File: src/rtl/rev_addsub_seq.sv
// rev_addsub_seq: digit-serial reversible adder/subtractor handling DIGIT bits per clock,
// with a start/busy/done handshake, carry/borrow chaining and signed-overflow detection.
module rev_addsub_seq #(
    parameter int WIDTH = 16,
    parameter int DIGIT = 4
) (
    input  logic             clk,
    input  logic             rst_n,
    input  logic             start,
    input  logic             mode,
    input  logic [WIDTH-1:0] a,
    input  logic [WIDTH-1:0] b,
    input  logic             cin,
    output logic             busy,
    output logic             done,
    output logic [WIDTH-1:0] result,
    output logic             cout_brw,
    output logic             ovf
);
    localparam int N  = WIDTH / DIGIT;
    localparam int CW = (N > 1) ? $clog2(N) : 1;

    if (WIDTH < 2 || WIDTH % DIGIT != 0) begin : g_bad_params
        $error("rev_addsub_seq: WIDTH must be >= 2 and a multiple of DIGIT");
    end

    typedef enum logic {IDLE, RUN} state_t;

    state_t                 state;
    logic [WIDTH-1:0]       a_r, b_r;
    logic [CW-1:0]          cnt;
    logic                   md, k_r, a_msb, b_msb;
    logic [DIGIT-1:0]       ds;
    logic [WIDTH+DIGIT-1:0] cat;
    logic                   k, p, g;

    // Feynman gates fold mode into a (so ~a&b becomes the borrow generate) and undo it on the sum;
    // a Peres pair per bit produces propagate/generate and ripples the carry/borrow.
    always_comb begin
        ds = '0;
        k  = k_r;
        p  = 1'b0;
        g  = 1'b0;
        for (int i = 0; i < DIGIT; i++) begin
            p     = (a_r[i] ^ md) ^ b_r[i];
            g     = (a_r[i] ^ md) & b_r[i];
            ds[i] = p ^ k ^ md;
            k     = (p & k) ^ g;
        end
    end

    // Operands shift down one digit per cycle; sum digits enter the result from the top.
    assign cat = {ds, result};

    always_ff @(posedge clk or negedge rst_n) begin
        if (!rst_n) begin
            state    <= IDLE;
            busy     <= 1'b0;
            done     <= 1'b0;
            result   <= '0;
            cout_brw <= 1'b0;
            ovf      <= 1'b0;
            cnt      <= '0;
            a_r      <= '0;
            b_r      <= '0;
            md       <= 1'b0;
            k_r      <= 1'b0;
            a_msb    <= 1'b0;
            b_msb    <= 1'b0;
        end else begin
            done <= 1'b0;
            if (state == IDLE) begin
                if (start) begin
                    a_r   <= a;
                    b_r   <= b;
                    md    <= mode;
                    k_r   <= cin;
                    a_msb <= a[WIDTH-1];
                    b_msb <= b[WIDTH-1];
                    cnt   <= '0;
                    state <= RUN;
                    busy  <= 1'b1;
                end
            end else begin
                a_r    <= a_r >> DIGIT;
                b_r    <= b_r >> DIGIT;
                result <= cat[WIDTH+DIGIT-1:DIGIT];
                k_r    <= k;
                cnt    <= cnt + CW'(1);
                if (cnt == CW'(N - 1)) begin
                    state    <= IDLE;
                    busy     <= 1'b0;
                    done     <= 1'b1;
                    cout_brw <= k;
                    ovf      <= (md ? (a_msb != b_msb) : (a_msb == b_msb)) && (ds[DIGIT-1] != a_msb);
                end
            end
        end
    end
endmodule

File: config.mk
export PLATFORM = sky130hd
export DESIGN_NAME = rev_addsub_seq
export DESIGN_NICKNAME = d
export VERILOG_FILES = /design/src/rtl/rev_addsub_seq.sv
export SDC_FILE = /design/constraint.sdc
export NUM_CORES = 1
export LEC_CHECK = 0
export CORE_MARGIN = 3
export CORE_UTILIZATION = 55
export CTS_BUF_LIST = sky130_fd_sc_hd__clkbuf_16
export DETAILED_ROUTE_END_ITERATION = 16
export GPL_TIMING_DRIVEN = 0
export PLACE_DENSITY = 0.85
export SLEW_MARGIN = 20
export SYNTH_ARGS = -nofsm -noshare
export SYNTH_HDL_FRONTEND = slang
export SYNTH_SLANG_ARGS = --single-unit
File: constraint.sdc
create_clock -name clk -period 5.5 [get_ports clk]
set_input_delay 1.1 -clock clk [delete_from_list [all_inputs] [get_ports clk]]
set_output_delay 1.1 -clock clk [all_outputs]
set_load 0.02 [all_outputs]
======== Yosys cells after proc, flatten, opt, wreduce, memory -nomap -nowiden ========
Index checks and enable logic that the tools add are counted.
storage, ports and cells
  flip-flop bits (word level) ............. 59
  bits of input ports ..................... 37
  output and inout port bits .............. 20
  logic and storage cells ................. 70
cells by class
  $add $sub $neg .......................... 1
  equality and inequality tests ........... 5
  muxes and demuxes ....................... 17
  bitwise gates (word level) .............. 29
  reduce and logical (&&, ||, !) cells .... 5
operators with widths
  kind                                            count
  two-way mux 16 bit                              4
  XOR 1 bit                                       20
  two-way mux 1 bit                               11
  AND 1 bit                                       8
  AND reduction 2 bit                             3
  two-way mux 2 bit                               2
  adder 2 x 1 -> 2 bit (second input constant)    1
  == test 2 bit (second input constant)           1
  != test 1 bit                                   2
  != test 2 x 1 -> 1 bit (second input constant)  1
  nonzero test 2 bit                              1
  == test 1 bit                                   1
  logical AND 1 bit                               1
  NOT 1 bit                                       1

======== Depth between registers and ports, before layout ========
  depth after elaboration ................. 12
  gate-level depth with buffers ........... 10
  gate-level depth less buffers ........... 9

======== Worst setup path before layout ========
Ideal clock, no wire load.
  path kind ............................... reg2reg
  from .................................... reg md
  to ...................................... reg ovf
  setup time .............................. 0.082 ns
  data arrival time ....................... 2.640 ns
  data required time ...................... 5.418 ns
  path slack .............................. 2.778 ns
  cell stages (with the launch flop) ...... 11
  path buffers ............................ 1
  clock period less this slack ............ 2.722 ns
  path through ............................ dfrtp_1 buf_6 xnor2_1 fa_1 inv_1 fa_1 fa_1 inv_1 fa_1 or3_1 a31oi_1
on the way
  word-level cells in the longest chain between the ends .. 12
  elaborated cells between the ends (all ways) .. 22
  classes of those cells .................. 1 x eq/ne; 1 x mux; 19 x bitwise; 1 x reduce/logical
ends and longest elaborated chain
  what                     line    RTL
  from (decl)              32      logic md, k_r, a_msb, b_msb;
  from (signal assigned)   76      md <= mode;
  XOR 1 bit                45, 46
  XOR 1 bit                45      p = (a_r[i] ^ md) ^ b_r[i];
  AND 1 bit                48      k = (p & k) ^ g;
  XOR 1 bit                48
  AND 1 bit                48
  XOR 1 bit                48
  AND 1 bit                48
  XOR 1 bit                48
  XOR 1 bit (2 in series)  47      ds[i] = p ^ k ^ md;
  != test 1 bit            95      ovf <= (md ? (a_msb != b_msb) : (a_msb == b_msb)) && (ds[DIGIT-1] != a_msb);
  logical AND 1 bit (*)    95
  to (signal assigned)     95
  to (decl)                18      output logic ovf
Mark *: on every way between the ends. The rest lies on a longest branch, timed or not.
A chain may end at the register's enable or synchronous reset.

======== Worst setup path in the final report ========
Same ends and word-level chain as after synthesis.

==> flow_summary.toml <==
[sta]
setup_viol = 0
period_needed_ns = 2.92
tightest_slew_ns = 0.721
fin_worst_skew_ns = 0.00552
final_max_slew_viol_count = 0
slew_headroom_pct = 52.0
fin_setup_tns_ns = 0
hold_violations = 0
min_period_over_period_pct = 53.2
holdWs_ns = 0.479
rsz0062_at_grt = "no"
max_freq_ghz = 0.342

[setup_path]
arrival_ns = 3.17
cp-start-kind = "register"
slowest_delay_ns = 0.48
setup.worst_path.end_class = "register"
path_common_cell = "fa_1"
worstPathMaxFanout = 10
path_class = "reg -> reg"
crit_required_ns = 5.75
path_cells = "buf_6 > xnor2_1 > fa_1 > inv_1 > fa_1 > fa_1 > inv_1 > fa_1 > or3_1 > a31oi_1"
crit_slowest_cell = "fa_1"

[worst_hold_path]
min_path_type = "reg -> reg"

[yosys]
ys_seq_area_share_pct = 53.8
syn_area_um2 = 2750
synth.avg_cell_area_um2 = 11.6
synth-seq-cells = 59
synth_warnings = 0
synth_nets = 279
synth_cells = 237
synth_edf_count = 0
synth_top_flop_cell = "dfrtp_1"
async_reset_ff_share_pct = 100
synth_cell_types = 24

[placement]
dp_hpwl_mm = 3.90
dpl.cell_count = 360
gp_congestion = 0.744
port_buffers = 56

[global_routing]
grt_pass1_wl_mm = 9.17
grt_max_degree = 60
grt_antenna_before_repair = 0
grtUsageTotal_pct = 20.4
overflow = 0
grt_pass1_vias = 1974

[cts]
cts_sinks = 59
tritoncts = "yes"
post_cts_buffers = 0
clock_path_buffers = 2
cts-resized-gates = 0
clkTransAtPathRegs_ns = 0.05
cts_hold_buf = 0
root_buffer = "clkbuf_16"
h-tree-depth = 3
insertion_delay_ns = 0.32
cts_buffers = 9

[power]
power.leakage_nw = 1.68
ir_worst_vdd_uv = 305
power.density_nw_per_um2 = 610
p_total_mw = 2.22

[finish]
final_common_cell = "dfrtp_1"
num_antenna_cells = 0
drive_gt1_share_pct = 17.9
instances_no_fill = 375
utilization_pct = 76.1
final_cell_mix = "59 x dfrtp_1, 55 x clkdlybuf4s50_1, 33 x mux2i_1"
area_growth_syn_to_layout_pct = 32.5
nets = 346

[run]
maxCapViolations = 0

[status]
status = "finished clean"

[detailed_routing]
drt_first_iter_violations = 115
wl_mm = 5.50
detail-route-antenna-nets = 0
drcViolationCount = 0
avgViaCountPerCell = 5.11
dr.pass1.iters = 4
via_count = 1918
wire_per_inst_um = 14.7

[die]
core_region_area_um2 = 4790
die_h_um = 76.7
dieWidth_um = 76.7
core.rowCount = 25
pin_count = 57
die_area_um2 = 5880
start_util_pct = 57.4
==> stage by stage <==
stage / instance area [um2] / setup slack [ns]
after floorplan: 2750 / 2.78
after global placement: 3390 / 1.53
after detailed placement: 3390 / 2.60
after CTS: 3640 / 2.58
after global routing: 3640 / 2.35
final: 3640 / 2.58
==> flip-flops by register name (all words and copies together) (netlist names) <==
signal / cells
state: 1
md: 1
done: 1
k_r: 1
cout_brw: 1
result: 16
busy: 1
b_msb: 1
ovf: 1
b_r: 16
a_r: 16
a_msb: 1
cnt: 2
==> report_power, final <==
part	switching, mW	leakage [nW]	internal (mW)	total [mW]
combinational	0.475	0.804	0.542	1.02
clock	0.178	0.135	0.293	0.471
sequential	0.111	0.744	0.622	0.733
==> worst max-delay path: cells and delay by family, from the launching register on <==
kind                       cells  cell delay [ns]
buffers and inverters          3             0.29
and+or+nand+nor                1             0.39
xor gates and xnor gates       1             0.21
DFF                            1             0.37
adders and majority gates      4             1.42
AOI/OAI and AO/OA              1             0.16
==> final timing paths <==
check	start	to	cells after the start	slack [ns]
worst max register to register	md	ovf	10	2.58
min in group asynchronous	rst_n	b_r[4]	1	0.84
worst min-delay path	b_r[10]	b_r[6]	2	0.48
worst min register to register	b_r[10]	b_r[6]	2	0.48
worst max-delay path	md	ovf	10	2.58
max in group asynchronous	rst_n	a_r[10]	1	4.19
==> cells by family after synthesis <==
logic type	count (synthesis)	synth area share, %
AOI/OAI and AO/OA	33	6.33
xor gates and xnor gates	9	2.87
adders and majority gates	5	3.37
buffers and inverters	37	8.25
DFF	59	53.8
muxes	50	19.0
and+or+nand+nor	44	6.42
==> final cells by class <==
type | count | area [um2]
Inverter | 7 | 26.3
Multi-Input combinational cell | 141 | 1040
Tap cell | 67 | 83.8
Clock buffer | 9 | 225
Fill cell | 312 | 1150
Clock inverter | 6 | 26.3
Buffer | 30 | 200
Sequential cell | 59 | 1480
Timing Repair Buffer | 56 | 558
==> cells in the mapped netlist, types with 2 or more instances <==
cell type	instances	area [um2]
xnor2_1	6	52.6
nor2b_1	2	12.5
nand2_1	26	97.6
mux2_2	17	191
o21ai_0	25	125
inv_1	7	26.3
buf_2	4	20.0
dfrtp_1	59	1480
clkbuf_1	5	18.8
a21oi_1	4	20.0
fa_1	4	80.1
mux2i_1	33	330
nor2_1	13	48.8
buf_4	20	150
xor2_1	3	26.3
==> routing by layer <==
metal | up-vias | share of wire, % | global-route usage (%)
met5 | - | 0 | 0
met3 | 18 | 5.4 | 5.52
met2 | 66 | 48 | 32.6
met1 | 919 | 43 | 25.2
met4 | 0 | 3.0 | 11.1
li1 | 915 | - | -
(Power assumes the default switching activity.)
